$ cat config.mk
export PLATFORM = sky130hd
export DESIGN_NAME = memory_stage
export DESIGN_NICKNAME = d
export VERILOG_FILES = /design/src/rtl/memory_stage.sv
export SDC_FILE = /design/constraint.sdc
export NUM_CORES = 1
export LEC_CHECK = 0
export CAP_MARGIN = 20
export CORE_MARGIN = 2
export CORE_UTILIZATION = 51
export CTS_CLUSTER_DIAMETER = 60
export DETAILED_ROUTE_END_ITERATION = 12
export HOLD_SLACK_MARGIN = 0.03
export PLACE_DENSITY = 0.93
export SLEW_MARGIN = 30
export SYNTH_ARGS = -nofsm -noshare
export SYNTH_HDL_FRONTEND = slang
export SYNTH_SLANG_ARGS = --single-unit
$ cat constraint.sdc
create_clock -name clk -period 4.1 [get_ports clk]
set_input_delay 0.82 -clock clk [delete_from_list [all_inputs] [get_ports clk]]
set_output_delay 0.82 -clock clk [all_outputs]
set_load 0.1 [all_outputs]
$ cat src/rtl/memory_stage.sv
// Memory pipeline stage: passes ALU results through, and runs single-outstanding
// big-endian loads/stores on a doubleword data bus with alignment trapping.
module memory_stage #(
  parameter int unsigned ADDR_WIDTH = 32,
  parameter int unsigned DATA_WIDTH = 64
) (
  input  logic                    clk,
  input  logic                    reset,
  input  logic                    MEM_valid_in,
  input  logic [31:0]             MEM_alures_in,
  input  logic [DATA_WIDTH-1:0]   MEM_valD_in,
  input  logic [1:0]              MEM_op_in,
  input  logic [5:0]              MEM_op3_in,
  input  logic [4:0]              MEM_regD_in,
  input  logic                    MEM_regWrite_in,
  input  logic                    MEM_regWriteDouble_in,
  output logic                    mem_ready,
  output logic                    dmem_req,
  output logic                    dmem_we,
  output logic [ADDR_WIDTH-1:0]   dmem_addr,
  output logic [DATA_WIDTH-1:0]   dmem_wdata,
  output logic [DATA_WIDTH/8-1:0] dmem_bmask,
  input  logic                    dmem_ack,
  input  logic [DATA_WIDTH-1:0]   dmem_rdata,
  output logic                    WB_valid_out,
  output logic [4:0]              WB_regD_out,
  output logic                    WB_regWrite_out,
  output logic                    WB_regWriteDouble_out,
  output logic [DATA_WIDTH-1:0]   WB_data_out,
  output logic                    mem_trap_out
);

  localparam int unsigned MASK_WIDTH = DATA_WIDTH / 8;

  localparam logic [1:0] OP_MEM = 2'b11;
  localparam logic [5:0] OP3_LD   = 6'b000000;
  localparam logic [5:0] OP3_LDUB = 6'b000001;
  localparam logic [5:0] OP3_LDUH = 6'b000010;
  localparam logic [5:0] OP3_LDD  = 6'b000011;
  localparam logic [5:0] OP3_ST   = 6'b000100;
  localparam logic [5:0] OP3_STB  = 6'b000101;
  localparam logic [5:0] OP3_STH  = 6'b000110;
  localparam logic [5:0] OP3_STD  = 6'b000111;
  localparam logic [5:0] OP3_LDSB = 6'b001001;
  localparam logic [5:0] OP3_LDSH = 6'b001010;

  localparam logic [1:0] SZ_BYTE = 2'd0;
  localparam logic [1:0] SZ_HALF = 2'd1;
  localparam logic [1:0] SZ_WORD = 2'd2;
  localparam logic [1:0] SZ_DBL  = 2'd3;

  typedef enum logic [1:0] {IDLE, WAIT, DONE} state_t;

  state_t                  state_q, state_d;
  logic [5:0]              op3_q, op3_d;
  logic [2:0]              off_q, off_d;
  logic [4:0]              rd_q, rd_d;
  logic                    rw_q, rw_d;
  logic [DATA_WIDTH-1:0]   rdata_q, rdata_d;

  logic                    ready_d, req_d, we_d, wb_valid_d, trap_d;
  logic [ADDR_WIDTH-1:0]   addr_d;
  logic [DATA_WIDTH-1:0]   wdata_d, wb_data_d;
  logic [MASK_WIDTH-1:0]   bmask_d;
  logic [4:0]              wb_regd_d;
  logic                    wb_rw_d, wb_rwd_d;

  logic                    dec_known, dec_store, dec_misalign;
  logic [1:0]              dec_size;
  logic [DATA_WIDTH-1:0]   dec_wdata;
  logic [MASK_WIDTH-1:0]   dec_bmask;

  logic [7:0]              byte_v;
  logic [15:0]             half_v;
  logic [31:0]             word_v, load_v;

  // Decode op3 into access size/direction, alignment check and store lanes
  always_comb begin
    dec_known = 1'b1;
    dec_store = 1'b0;
    dec_size  = SZ_WORD;
    case (MEM_op3_in)
      OP3_LD:             dec_size = SZ_WORD;
      OP3_LDUB, OP3_LDSB: dec_size = SZ_BYTE;
      OP3_LDUH, OP3_LDSH: dec_size = SZ_HALF;
      OP3_LDD:            dec_size = SZ_DBL;
      OP3_ST:  begin dec_store = 1'b1; dec_size = SZ_WORD; end
      OP3_STB: begin dec_store = 1'b1; dec_size = SZ_BYTE; end
      OP3_STH: begin dec_store = 1'b1; dec_size = SZ_HALF; end
      OP3_STD: begin dec_store = 1'b1; dec_size = SZ_DBL;  end
      default: dec_known = 1'b0;
    endcase
    case (dec_size)
      SZ_BYTE: begin
        dec_misalign = 1'b0;
        dec_wdata    = DATA_WIDTH'({8{MEM_valD_in[7:0]}});
        dec_bmask    = MASK_WIDTH'(8'h80 >> MEM_alures_in[2:0]);
      end
      SZ_HALF: begin
        dec_misalign = MEM_alures_in[0];
        dec_wdata    = DATA_WIDTH'({4{MEM_valD_in[15:0]}});
        dec_bmask    = MASK_WIDTH'(8'hC0 >> MEM_alures_in[2:0]);
      end
      SZ_WORD: begin
        dec_misalign = |MEM_alures_in[1:0];
        dec_wdata    = DATA_WIDTH'({2{MEM_valD_in[31:0]}});
        dec_bmask    = MASK_WIDTH'(8'hF0 >> MEM_alures_in[2:0]);
      end
      default: begin
        dec_misalign = |MEM_alures_in[2:0];
        dec_wdata    = MEM_valD_in;
        dec_bmask    = '1;
      end
    endcase
  end

  // Big-endian lane extraction: byte k lives at rdata[63-8k -: 8]
  always_comb begin
    byte_v = 8'(rdata_q >> {~off_q, 3'b000});
    half_v = 16'(rdata_q >> {~off_q & 3'b110, 3'b000});
    word_v = 32'(rdata_q >> {~off_q & 3'b100, 3'b000});
    case (op3_q)
      OP3_LDUB: load_v = {24'h0, byte_v};
      OP3_LDSB: load_v = {{24{byte_v[7]}}, byte_v};
      OP3_LDUH: load_v = {16'h0, half_v};
      OP3_LDSH: load_v = {{16{half_v[15]}}, half_v};
      default:  load_v = word_v;
    endcase
  end

  // Next-state and next-output logic
  always_comb begin
    state_d    = state_q;
    req_d      = dmem_req;
    we_d       = dmem_we;
    addr_d     = dmem_addr;
    wdata_d    = dmem_wdata;
    bmask_d    = dmem_bmask;
    wb_valid_d = 1'b0;
    trap_d     = 1'b0;
    wb_regd_d  = WB_regD_out;
    wb_rw_d    = WB_regWrite_out;
    wb_rwd_d   = WB_regWriteDouble_out;
    wb_data_d  = WB_data_out;
    op3_d      = op3_q;
    off_d      = off_q;
    rd_d       = rd_q;
    rw_d       = rw_q;
    rdata_d    = rdata_q;
    case (state_q)
      IDLE: begin
        if (MEM_valid_in) begin
          if (MEM_op_in != OP_MEM || !dec_known) begin
            wb_valid_d = 1'b1;
            wb_regd_d  = MEM_regD_in;
            wb_data_d  = DATA_WIDTH'(MEM_alures_in);
            wb_rw_d    = MEM_regWrite_in && (MEM_op_in != OP_MEM);
            wb_rwd_d   = MEM_regWriteDouble_in && (MEM_op_in != OP_MEM);
          end else if (dec_misalign) begin
            wb_valid_d = 1'b1;
            trap_d     = 1'b1;
            wb_regd_d  = MEM_regD_in;
            wb_data_d  = DATA_WIDTH'(MEM_alures_in);
            wb_rw_d    = 1'b0;
            wb_rwd_d   = 1'b0;
          end else begin
            state_d = WAIT;
            req_d   = 1'b1;
            we_d    = dec_store;
            addr_d  = ADDR_WIDTH'({MEM_alures_in[31:3], 3'b000});
            wdata_d = dec_wdata;
            bmask_d = dec_bmask;
            op3_d   = MEM_op3_in;
            off_d   = MEM_alures_in[2:0];
            rd_d    = MEM_regD_in;
            rw_d    = MEM_regWrite_in && !dec_store;
          end
        end
      end
      WAIT: begin
        if (dmem_ack) begin
          rdata_d = dmem_rdata;
          req_d   = 1'b0;
          we_d    = 1'b0;
          state_d = DONE;
        end
      end
      DONE: begin
        wb_valid_d = 1'b1;
        wb_regd_d  = rd_q;
        wb_rw_d    = rw_q;
        state_d    = IDLE;
        case (op3_q)
          OP3_LDD: begin
            wb_data_d = rdata_q;
            wb_rwd_d  = 1'b1;
          end
          OP3_ST, OP3_STB, OP3_STH, OP3_STD: wb_rwd_d = 1'b0;
          default: begin
            wb_data_d = DATA_WIDTH'(load_v);
            wb_rwd_d  = 1'b0;
          end
        endcase
      end
      default: state_d = IDLE;
    endcase
    ready_d = (state_d == IDLE);
  end

  always_ff @(posedge clk) begin
    if (reset) begin
      state_q <= IDLE;
    end else begin
      state_q <= state_d;
    end
  end

  // Registered outputs and latched transaction fields
  always_ff @(posedge clk) begin
    if (reset) begin
      mem_ready             <= 1'b1;
      dmem_req              <= 1'b0;
      dmem_we               <= 1'b0;
      dmem_addr             <= '0;
      dmem_wdata            <= '0;
      dmem_bmask            <= '0;
      WB_valid_out          <= 1'b0;
      WB_regD_out           <= '0;
      WB_regWrite_out       <= 1'b0;
      WB_regWriteDouble_out <= 1'b0;
      WB_data_out           <= '0;
      mem_trap_out          <= 1'b0;
      op3_q                 <= '0;
      off_q                 <= '0;
      rd_q                  <= '0;
      rw_q                  <= 1'b0;
      rdata_q               <= '0;
    end else begin
      mem_ready             <= ready_d;
      dmem_req              <= req_d;
      dmem_we               <= we_d;
      dmem_addr             <= addr_d;
      dmem_wdata            <= wdata_d;
      dmem_bmask            <= bmask_d;
      WB_valid_out          <= wb_valid_d;
      WB_regD_out           <= wb_regd_d;
      WB_regWrite_out       <= wb_rw_d;
      WB_regWriteDouble_out <= wb_rwd_d;
      WB_data_out           <= wb_data_d;
      mem_trap_out          <= trap_d;
      op3_q                 <= op3_d;
      off_q                 <= off_d;
      rd_q                  <= rd_d;
      rw_q                  <= rw_d;
      rdata_q               <= rdata_d;
    end
  end

endmodule

# Yosys cells after proc, flatten, opt, wreduce, memory -nomap -nowiden
# Index checks and enable logic that the tools add are counted.
dict set report totals {
  ff_bits 258
  output_inout_bits 180
  word_cells 126
}
dict set report classes {
  bitwise 5
  eq_ne 29
  mux 42
  reduce_logical 26
  n_shift 6
}
# cell count
set op_table {}
lappend op_table {{64-bit one-hot mux with 2 select lines} 2}
lappend op_table {{64-bit 2-to-1 mux} 3}
lappend op_table {{64-bit one-hot mux with 3 select lines} 1}
lappend op_table {{32-bit one-hot mux with 4 select lines} 1}
lappend op_table {{64-bit by 6-bit >> shifter with 16-bit output} 1}
lappend op_table {{64-bit by 6-bit >> shifter with 32-bit output} 1}
lappend op_table {{64-bit by 6-bit >> shifter with 8-bit output} 1}
lappend op_table {{6-bit by 3-bit == test with 1-bit output (second input constant)} 8}
lappend op_table {{6-bit by 2-bit == test with 1-bit output (second input constant)} 4}
lappend op_table {{6-bit by 4-bit == test with 1-bit output (second input constant)} 4}
lappend op_table {{8-bit one-hot mux with 3 select lines} 1}
lappend op_table {{8-bit by 3-bit >> shifter with 8-bit output (first input constant)} 3}
lappend op_table {{1-bit 2-to-1 mux} 18}
lappend op_table {{5-bit 2-to-1 mux} 3}
lappend op_table {{6-bit by 1-bit == test with 1-bit output (second input constant)} 2}
lappend op_table {{2-bit != test (second input constant)} 6}
lappend op_table {{4-bit OR reduction} 3}
lappend op_table {{1-bit one-hot mux with 2 select lines} 5}
lappend op_table {{5-bit one-hot mux with 2 select lines} 1}
lappend op_table {{10-bit OR reduction} 1}
lappend op_table {{3-bit OR reduction} 3}
lappend op_table {{2-bit 2-to-1 mux} 4}
lappend op_table {{4-bit AND reduction} 2}
lappend op_table {{2-bit logical NOT} 3}
lappend op_table {{other kinds (17)} 27}

# Longest topological paths before layout
# Gate-level depths: netlist of the first run.
dict set report logic_depth {
  ltp_word 10
  depth_mapped 10
}

# Least setup slack after synthesis of the first run
# Ideal clock, no wire load.
dict set report synth_timing {
  kind {input port to flip-flop}
  startpoint {input MEM_op3_in[5]}
  endpoint {register dmem_bmask[2]}
  path_stages 8
  required_ns 3.968
  path_slack_ns 1.387
  setup_ns 0.132
  arrival_ns 2.581
  path_cell_list {or3_1 or3b_1 clkbuf_1 or3_1 clkbuf_1 buf_4 a2111oi_2 nor3_1}
}
dict set report synth_via {
  elab_chain_cells 7
  word_cells_on_any_way 26
  classes_between {11 x eq/ne; 4 x mux; 2 x bitwise; 9 x reduce/logical}
}
# element line
set synth_lines {}
lappend synth_lines {{from (decl)} 13} ;# input logic [5:0] MEM_op3_in,
lappend synth_lines {{6-bit by 3-bit == test with 1-bit output, or another cell as far along} 82} ;# case (MEM_op3_in)
lappend synth_lines {{3-bit OR reduction (no source line), or another cell as far along} -}
lappend synth_lines {{2-bit one-hot mux with 3 select lines or 1-bit 2-to-1 mux (tied branches)} 82}
lappend synth_lines {{2-bit == test, or another cell as far along} 93} ;# case (dec_size)
lappend synth_lines {{1-bit one-hot mux with 3 select lines or 1-bit logical OR (tied branches)} {93, 153}}
lappend synth_lines {{1-bit inverter (no source line)} -}
lappend synth_lines {{4-bit AND reduction (no source line)} -}
lappend synth_lines {{to (signal assigned)} 244} ;# dmem_bmask <= bmask_d;
lappend synth_lines {{to (decl)} 22} ;# output logic [DATA_WIDTH/8-1:0] dmem_bmask,
# Parallel ways exist; a longest one is shown, timed or not.
# A chain may end at the register's enable or synchronous reset.

# Final worst setup path of the first run
dict set report layout_timing {
  startpoint {input MEM_op3_in[0]}
  endpoint {register dmem_addr[12]}
}
dict set report layout_via {
  elab_chain_cells 7
  word_cells_on_any_way 25
  classes_between {11 x eq/ne; 3 x mux; 2 x bitwise; 9 x reduce/logical}
}
# element line
set layout_lines {}
lappend layout_lines {{6-bit by 3-bit == test with 1-bit output, or another cell as far along} 82}
lappend layout_lines {{3-bit OR reduction (no source line), or another cell as far along} -}
lappend layout_lines {{2-bit one-hot mux with 3 select lines or 1-bit 2-to-1 mux (tied branches)} 82}
lappend layout_lines {{2-bit == test, or another cell as far along} 93}
lappend layout_lines {{1-bit one-hot mux with 3 select lines or 1-bit logical OR (tied branches)} {93, 153}}
lappend layout_lines {{1-bit inverter (no source line)} -}
lappend layout_lines {{4-bit AND reduction (no source line) (*)} -}
lappend layout_lines {{to (signal assigned)} 242} ;# dmem_addr <= addr_d;
lappend layout_lines {{to (decl)} 20} ;# output logic [ADDR_WIDTH-1:0] dmem_addr,
# Mark *: on every way between the ends. The rest lies on a longest branch, timed or not.

==> results of run 1 <==
## final cells by class
type	count	share of cell area, %
inverter	8	0.1860
sequential	258	32.01
multi-input combinational	1048	36.25
timing repair buffer	378	23.38
tap	285	2.209
antenna	2	0.03101
clock inverter	14	0.8992
clock buffer	36	5.031
## state kept, by name, summed over array words and instances (netlist names), 2 cells and up
name / cells
WB_data_out: 64
dmem_wdata: 64
rdata_q: 64
dmem_addr: 29
dmem_bmask: 8
op3_q: 6
WB_regD_out: 5
rd_q: 5
off_q: 3
state_q: 2
## per-layer routing
| layer | vias up | part of all wire [%] | GRT usage, % | wire (µm) |
|---|---|---|---|---|
| li1 | 5670 | - | - | - |
| met3 | 153 | 11 | 7.453 | 4753 |
| met4 | 0 | 4.9 | 16.36 | 2118 |
| met1 | 5876 | 37 | 42.14 | 15690 |
| met5 | - | 0 | 0 | 0 |
| met2 | 813 | 47 | 55.36 | 20240 |
## cell families (layout without fill, tap and decap cells)
| logic type | after synthesis | count (layout) | share of synthesized area (%) |
|---|---|---|---|
| xor gates and xnor gates | 2 | 2 | 0.1516 |
| DFF | 258 | 258 | 44.70 |
| muxes | 66 | 66 | 7.482 |
| AOI/OAI and AO/OA | 464 | 464 | 23.92 |
| and+or+nand+nor | 513 | 513 | 18.62 |
| other | 1 | 5 | 0.03245 |
| buffers and inverters | 144 | 436 | 5.089 |
## power by group through the flow
| stage | sequential, W | combinational (W) | clock [W] |
|---|---|---|---|
| after CTS | 0.00257 | 0.000796 | 0.00260 |
| final | 0.00257 | 0.000810 | 0.00260 |
| after floorplan | 0.00290 | 0.000189 | 0 |
| after detailed placement | 0.00262 | 0.000791 | 0 |
| after global placement | 0.00262 | 0.000786 | 0 |
| after global routing | 0.00257 | 0.000836 | 0.00272 |
## worst paths after layout
kind                                    start               to  cells past startpoint  slack (ns)
worst max-delay path            MEM_op3_in[0]    dmem_addr[12]                      8        0.97
worst min-delay path                  rd_q[4]          rd_q[4]                      2        0.45
worst max register to register       off_q[1]  WB_data_out[19]                      6        1.28
worst min register to register        rd_q[4]          rd_q[4]                      2        0.45
## placed cells by master, fill, tap and decap left out, drive strengths merged, types with 3 or more instances in the layout
cell type        n
clkdlybuf4s50  346
nand2          331
dfxtp          258
a21oi          234
o21ai           77
nor2            72
a211oi          63
nor3            54
mux2i           47
clkbuf          36
buf             32
a311oi          23
nand2b          21
mux4            16
a31oi           13
o211ai          13
inv             10
o22a             8
a22oi            8
clkinv           7
nand3            6
o22ai            5
o2111ai          4
nor3b            4
or3              4
nor4b            3
nor2b            3
mux2             3
and2             3
a22o             3
a222oi           3
conb             3
clkinvlp         3
or3b             3
## per-stage QoR
step,cells,hold slack (ns)
floorplan,1450,0.4315
global placement,1976,0.4373
detailed placement,1976,0.4437
CTS,2026,0.4524
global route,2029,0.4730
finish,2029,0.4521
## worst register-to-register path: stages, from the launching register on
cell and delay, ns:
dfxtp_2 0.75, mux2i_1 0.17, a311oi_1 0.37, nand4_1 0.47, o21ai_2 0.51, nand2b_1 0.14, a311oi_1 0.31
==> metrics.txt, run 1 <==
Area Growth Syn to Fin=39.70%; row count=55; Die ar.=23880 µm²; drt first pass iters=6; Worst Path Max Fanout=33; Internal=0.004358 W; FF+latch count, synth=258; postcts setup bufs=0; 1st-iter DRT viols=1313; grt ovf=0; first-pass GRT wire length=64380 µm; count leader, synth=nand2_1; Final HPWL DP=29550 µm; outcome=complete, no violations; fin crit share=76.39%; I/O Pins=359; overall routing resource usage=33.70%; share of cells above drive strength 1=6.831%; final worst slack=0.9679 ns; Peak supply drop=0.0002994 V; Crit Path Class=input port to flip-flop; starting density of the core=51.51%; CTS Sinks=258; Synth Flop Type=dfxtp_1; Crit-path slowest cell=clkdlybuf4s50_1; detailed-route DRC error count=0; Psw=0.001622 W; Final setup violation count=0; Fillers=1661; worst slew pin tran=1.070 ns; Slew HR=28.41%; placed cell area=15160 µm²; Syn Area/Cell=7.980 µm²; ANT nets after route=0; area share of the largest cell type after synthesis=44.70%; Lkg Pwr=5.213 nW; max cap viols=0; CP Capture Type=flip-flop; hold_buf cts=0; cts repair resizes=0; setup TNS=0 ns; sequential element share of the synthesized area=44.70%; CP peak stage delay=0.55 ns; multi-input combinational cell area=5852 µm²; Max Root-Sink Buffers=3; synth cell count leaders=331 x nand2_1, 258 x dfxtp_1, 234 x a21oi_1; # port buffers=355; Total Nets Final=1901; area of the core=22430 µm²; worst hold path type=flip-flop to flip-flop; maximum clock frequency=0.3193 GHz; WL/cell=21.10 µm; Via Count=12510; Reg power frac=43.0%; Arrival @ worst endpoint=3.59 ns; CTS tree=done; minimum clock period=3.132 ns; sw frac=27.13%; Netlist cell types=51; vias in the first global route=11700; TritonCTS Buffers=28; RePlAce Congestion=0.9778; combinational share of power=13.5%; H-tree depth=1; Worst Setup Start Kind=input port; sequential cell area=5167 µm²; Synth async-reset ratio=0%; largest net degree at the start of global routing=163; final max-slew violation count=0; Mapped Cells=1448; Ys Warns=0; CTS Root Cell=clkbuf_16; RSZ-0062 raised after global routing=no; Worst Path Required=4.56 ns; post-layout util=71.95%; Fin. Hold Viols=0; Top delay family on crit path=simple AND/OR/NAND/NOR gates; Clk pwr share=43.5%; skew final=0.01334 ns; worst skew pair latency=0.54 ns; EDFF count, synth=0; synth top area cells=dfxtp_1 45%, nand2_1 11%, a21oi_1 10%, mux2i_1 4.1%, a211oi_1 4.0%; worst path bufs/invs=2; leading area contributor after synthesis=dfxtp_1; Chip Height=154.5 µm; PD cells=370.5 nW/µm²; Netlist Area Pre-Place=11550 µm²; crit-path cells=clkdlybuf4s50_1 -> or3b_1 -> nor4b_1 -> o31a_1 -> or3_4 -> buf_4 -> nand2_1 -> a21oi_1; Vias/cell=6.167; clock slew at reported path FFs=0.06 ns; Final Cell Area=16140 µm²; initial antenna violation count=2; overall power=0.005980 W; DIE WIDTH=154.5 µm; final wirelength=42810 µm; pre-CTS WS=0.4655 ns
Power figures use the tool's default switching activity.
==> run 2: changes to the inputs <==
--- a/config.mk
+++ b/config.mk
@@ -7,11 +7,11 @@
 export LEC_CHECK = 0
 export CAP_MARGIN = 20
 export CORE_MARGIN = 2
-export CORE_UTILIZATION = 51
+export CORE_UTILIZATION = 43
 export CTS_CLUSTER_DIAMETER = 60
 export DETAILED_ROUTE_END_ITERATION = 12
 export HOLD_SLACK_MARGIN = 0.03
-export PLACE_DENSITY = 0.93
+export PLACE_DENSITY = 0.85
 export SLEW_MARGIN = 30
 export SYNTH_ARGS = -nofsm -noshare
 export SYNTH_HDL_FRONTEND = slang
==> constraint.sdc (replaced) <==
create_clock -name clk -period 2.6 [get_ports clk]
set_input_delay 0.52 -clock clk [delete_from_list [all_inputs] [get_ports clk]]
set_output_delay 0.52 -clock clk [all_outputs]
set_load 0.1 [all_outputs]
==> metrics.txt, run 2 (synthesis results as in run 1) <==
1st-iter DRT viols=1347 (+2.6%); CP Capture Type=flip-flop; Chip Height=167.9 µm (+8.7%); most frequent cells in the layout=331 x nand2_1, 257 x dfxtp_1, 234 x a21oi_1; RePlAce Congestion=0.9691 (-0.89%); Worst Path Required=3.02 ns (-1.54 ns); Via Count=12510 (+0.016%); Fin. Hold Viols=0 (unchanged); grt ovf=0 (unchanged); first-pass GRT wire length=64370 µm (about the same); Worst Path Max Fanout=25 (-24%); skew final=0.01536 ns (+0.002018 ns); Worst Setup Start Kind=input port; CTS Sinks=258 (unchanged); r2r startpoint=op3_q[5]; vias in the first global route=11660 (-0.28%); post-layout util=61.66% (-10 points); minimum clock period=2.533 ns; Final HPWL DP=30750 µm (+4.0%); row count=60 (+9.1%); Final setup violation count=0 (unchanged); initial antenna violation count=3 (+1); Final Cell Area=16430 µm² (+1.8%); DIE WIDTH=167.9 µm (+8.7%); Peak supply drop=0.0004816 V (+61%); Arrival @ worst endpoint=2.95 ns (-0.64 ns); max cap viols=0 (unchanged); met3 usage=5.618% (-1.8 points); maximum clock frequency=0.3948 GHz; worst skew pair latency=0.55 ns (about the same); final instance count without filler cells=2141 (+5.5%); final wirelength=42520 µm (-0.68%); Die ar.=28200 µm² (+18%); pre-CTS WS=-0.4816 ns (-0.9471 ns); Crit Path Class=input port to flip-flop; grt met1 use=35.58% (-6.6 points); final max-slew violation count=0 (unchanged); hold depth=2 (unchanged); Reg power frac=41.6% (-1.4 points); crit path from=MEM_op3_in[5]; RSZ-0062 raised after global routing=no; H-tree depth=1 (unchanged); worst r2r path cells=6 (unchanged); met2 usage=47.22% (-8.1 points); sw frac=27.09% (-0.041 points); worst slew pin tran=0.7406 ns (-0.3299 ns); Internal=0.007099 W (+63%); placed cell count=2082 (+5.4%); CTS Root Cell=clkbuf_16; fin crit share=97.42%; Vias/cell=5.845 (-5.2%); PD cells=592.5 nW/µm² (+60%); Max Root-Sink Buffers=3 (unchanged); CTS tree=done; Clk pwr share=45.0% (+1.5 points); detailed-route DRC error count=0 (unchanged); final worst slack=0.06697 ns (-0.9010 ns); Total Nets Final=1953 (+2.7%); drt first pass iters=9 (+3); placed cell area=15340 µm² (+1.2%); Slew HR=50.63% (+22 points); overall routing resource usage=28.54% (-5.2 points); hold_buf cts=0 (unchanged); Lkg Pwr=5.864 nW (+13%); most common cell after layout, fill and taps aside=nand2_1; TritonCTS Buffers=30 (+7.1%); I/O Pins=359 (unchanged); WL/cell=19.86 µm (-5.9%); Psw=0.002637 W (+63%); largest net degree at the start of global routing=89 (-45%); clock slew at reported path FFs=0.06 ns (about the same); area of the core=26650 µm² (+19%); # port buffers=355 (unchanged); Area Growth Syn to Fin=42.22%; biggest regs=WB_data_out: 64 flops, dmem_wdata: 64 flops, rdata_q: 64 flops; worst hold start=dmem_addr[15]; worst hold path type=flip-flop to flip-flop; starting density of the core=43.36% (-8.1 points); Hold Slack=0.4506 ns (-0.001471 ns); outcome=complete, no violations; ANT nets after route=0 (unchanged); share of cells above drive strength 1=19.02% (+12 points); GR peak layer=met2; combinational share of power=13.3% (-0.2 points)
-- run 2: cell types whose count changed in the layout (fill, tap and decap cells not counted), moves of 2 or more --
cell | before | now
clkbuf_16 | 29 | 31
clkinv_4 | 2 | 4
clkbuf_1 | 1 | 3
buf_2 | 8 | 0
inv_6 | 1 | 3
clkdlybuf4s50_1 | 346 | 177
buf_12 | 5 | 17
buf_4 | 17 | 232
-- run 2: power groups by stage --
stage	sequential [W]	combinational (W)	clock, W
6_report	0.00405	0.00130	0.00438
4_1_cts	0.00405	0.00129	0.00442
5_1_grt	0.00406	0.00135	0.00460
3_3_place_gp	0.00414	0.00127	0
2_1_floorplan	0.00457	0.000298	0
3_5_place_dp	0.00414	0.00128	0
-- run 2: layer usage --
layer	wire length, µm	share of wire (%)
met5	13	0.031
met4	2110	5.0
met3	4175	9.8
met2	20040	47
met1	16190	38
-- run 2: stage by stage --
step           total power (W)  TNS [ns]
6_report              0.009737         0
4_1_cts               0.009763         0
3_5_place_dp          0.005420    -76.38
3_3_place_gp          0.005407    -58.09
5_1_grt                0.01001         0
2_1_floorplan         0.004867         0
-- run 2: worst paths after layout --
path	end	slack (ns)
min reg2reg	dmem_addr[15]	0.45
max	dmem_wdata[10]	0.07
min	dmem_addr[15]	0.45
max reg2reg	WB_data_out[5]	0.21
-- run 2: critical path, stage by stage --
cell and delay [ns]:
clkdlybuf4s50_1 0.49, or3_1 0.48, or3b_1 0.41, or3_2 0.49, buf_12 0.19, a211oi_1 0.27, nor3_1 0.08
-- run 2: timing repair --
item / CTS / global route
buffers inserted: 0 / 1
resized for setup: 0 / 5
endpoints found under the setup margin: 0 / 67
-- run 2: cell type report --
class / count / area, µm²
fill: 2224 / 10220
clock inverter: 18 / 210.2
inverter: 8 / 30.03
timing repair buffer: 428 / 3879
multi-input combinational: 1048 / 5874
sequential: 258 / 5166
tap: 341 / 426.7
clock buffer: 38 / 842.1
antenna: 2 / 5.005
==> run 3: changes to the inputs <==
--- a/config.mk
+++ b/config.mk
@@ -7,11 +7,11 @@
 export LEC_CHECK = 0
 export CAP_MARGIN = 20
 export CORE_MARGIN = 2
-export CORE_UTILIZATION = 43
+export CORE_UTILIZATION = 47
 export CTS_CLUSTER_DIAMETER = 60
 export DETAILED_ROUTE_END_ITERATION = 12
 export HOLD_SLACK_MARGIN = 0.03
-export PLACE_DENSITY = 0.85
+export PLACE_DENSITY = 0.88
 export SLEW_MARGIN = 30
 export SYNTH_ARGS = -nofsm -noshare
 export SYNTH_HDL_FRONTEND = slang
==> constraint.sdc (replaced) <==
create_clock -name clk -period 2.8 [get_ports clk]
set_input_delay 0.56 -clock clk [delete_from_list [all_inputs] [get_ports clk]]
set_output_delay 0.56 -clock clk [all_outputs]
set_load 0.1 [all_outputs]
==> metrics.txt, run 3 (synthesis results as in run 1) <==
Area Growth Syn to Fin=39.46%; RSZ-0062 raised after global routing=no; Arrival @ worst endpoint=3.08 ns (+0.13 ns); DIE WIDTH=160.8 µm (-4.2%); ANT nets after route=0 (unchanged); Worst Path Required=3.27 ns (+0.25 ns); grt ovf=0 (unchanged); final wirelength=42560 µm (+0.10%); CTS Root Cell=clkbuf_16; hold depth=2 (unchanged); # port buffers=355 (unchanged); fin crit share=93.11%; row count=57 (-5.0%); Max Root-Sink Buffers=3 (unchanged); H-tree depth=1 (unchanged); hold worst-path end=dmem_addr[9]; Total Nets Final=1935 (-0.92%); outcome=complete, no violations; detailed-route DRC error count=0 (unchanged); WL/cell=20.24 µm (+1.9%); Peak supply drop=0.0004757 V (-1.2%); share of cells above drive strength 1=17.61% (-1.4 points); final instance count without filler cells=2103 (-1.8%); initial antenna violation count=3 (unchanged); starting density of the core=47.65% (+4.3 points); Worst Path Max Fanout=6 (-76%); largest net degree at the start of global routing=93 (+4.5%); Slew HR=40.87% (-9.8 points); Final Cell Area=16110 µm² (-1.9%); Fin. Hold Viols=0 (unchanged); hold_buf cts=0 (unchanged); Crit Path Class=input port to flip-flop; r2r setup slk=0.25 ns (+0.04 ns); Vias/cell=5.888 (+0.73%); cts repair resizes=0 (unchanged); r2r startpoint=off_q[1]; maximum clock frequency=0.3836 GHz; multi-input combinational cell area=5854 µm² (-0.34%); CP Capture Type=flip-flop; skew final=0.009775 ns (-0.005585 ns); RePlAce Congestion=0.9600 (-0.94%); worst hold start=dmem_addr[9]; final max-slew violation count=0 (unchanged); Via Count=12380 (-1.1%); Lkg Pwr=5.726 nW (-2.4%); worst skew pair latency=0.55 ns (about the same); worst r2r path cells=7 (+1); TritonCTS Buffers=29 (-3.3%); PD cells=539.9 nW/µm² (-8.9%); Fillers=2022 (-9.1%); drt first pass iters=7 (-2); first-pass GRT wire length=64800 µm (+0.66%); worst slew pin tran=0.8731 ns (+0.1326 ns); postcts setup bufs=0 (unchanged); clock slew at reported path FFs=0.06 ns (about the same); placed cell area=15180 µm² (-1.0%); most frequent cells in the layout=331 x nand2_1, 257 x dfxtp_1, 234 x a21oi_1; vias in the first global route=11580 (-0.72%); CTS tree=done; biggest regs=WB_data_out: 64 flops, dmem_wdata: 64 flops, rdata_q: 64 flops; Die ar.=25860 µm² (-8.3%); area of the core=24250 µm² (-9.0%); most common cell after layout, fill and taps aside=nand2_1; Worst Setup Start Kind=input port; minimum clock period=2.607 ns; overall routing resource usage=31.25% (+2.7 points); Final setup violation count=0 (unchanged); 1st-iter DRT viols=1430 (+6.2%); Chip Height=160.8 µm (-4.2%); worst hold path type=flip-flop to flip-flop; I/O Pins=359 (unchanged); Hold Slack=0.4513 ns (+0.0006340 ns); CTS Sinks=258 (unchanged); placed cell count=2049 (-1.6%); max cap viols=0 (unchanged); Final HPWL DP=30140 µm (-2.0%); reg2reg end=WB_data_out[11]; sequential cell area=5166 µm² (unchanged)
-- run 3: changes by cell type in the layout (fill, tap and decap cells not counted), sizes merged --
cell and change:
buf -17, clkinv -4, clkinvlp -3, clkbuf +2, inv +2, bufinv -1
-- run 3: final cells by class --
cell class	count	area share (%)
antenna	2	0.03106
clock buffer	40	4.884
clock inverter	12	0.8153
inverter	8	0.1863
multi-input combinational	1048	36.33
sequential	258	32.06
tap	324	2.516
timing repair buffer	411	23.18
-- run 3: critical path, cell delays in order --
cell	delay, ns
clkdlybuf4s50_1	0.47
buf_4	0.17
nor3b_1	0.33
nand2_1	0.14
o31a_1	0.15
buf_4	0.16
o311ai_1	0.72
o22ai_1	0.21
nor3_1	0.17
-- run 3: how the worst max path moves through the flow --
stage | to | slack, ns | from | cells after the start
2_1_floorplan | dmem_bmask[2] | 0.35 | MEM_op3_in[5] | 8
3_3_place_gp | dmem_wdata[60] | -0.19 | MEM_op_in[0] | 8
3_5_place_dp | dmem_wdata[10] | -0.30 | MEM_op_in[0] | 8
4_1_cts | dmem_wdata[10] | 0.23 | MEM_op_in[0] | 8
5_1_grt | WB_regD_out[0] | 0.04 | MEM_op3_in[5] | 9
6_report | WB_regD_out[2] | 0.19 | MEM_op3_in[5] | 9
-- run 3: metal layers --
metal / global-route usage, % / wire, µm
met1: 39.98 / 16510
met2: 51.86 / 19980
met3: 5.940 / 4067
met4: 13.27 / 2011
met5: 0 / 0
-- run 3: stage by stage --
stage	power [W]	setup TNS, ns	util [%]	setup WS [ns]
after floorplan	0.004519	0	-	0.3471
after global placement	0.005013	-21.70	62.62	-0.1882
after detailed placement	0.005023	-38.68	62.62	-0.2968
after CTS	0.008713	0	66.40	0.2342
after global routing	0.008917	0	66.46	0.04181
final	0.008699	0	66.46	0.1930
-- run 3: report_power, final --
| group | internal [W] | total, W | switching, W |
|---|---|---|---|
| logic | 0.000423 | 0.00119 | 0.000768 |
| clock network | 0.00216 | 0.00374 | 0.00158 |
| registers | 0.00373 | 0.00377 | 0.0000365 |
| total | 0.00631 | 0.00870 | 0.00239 |
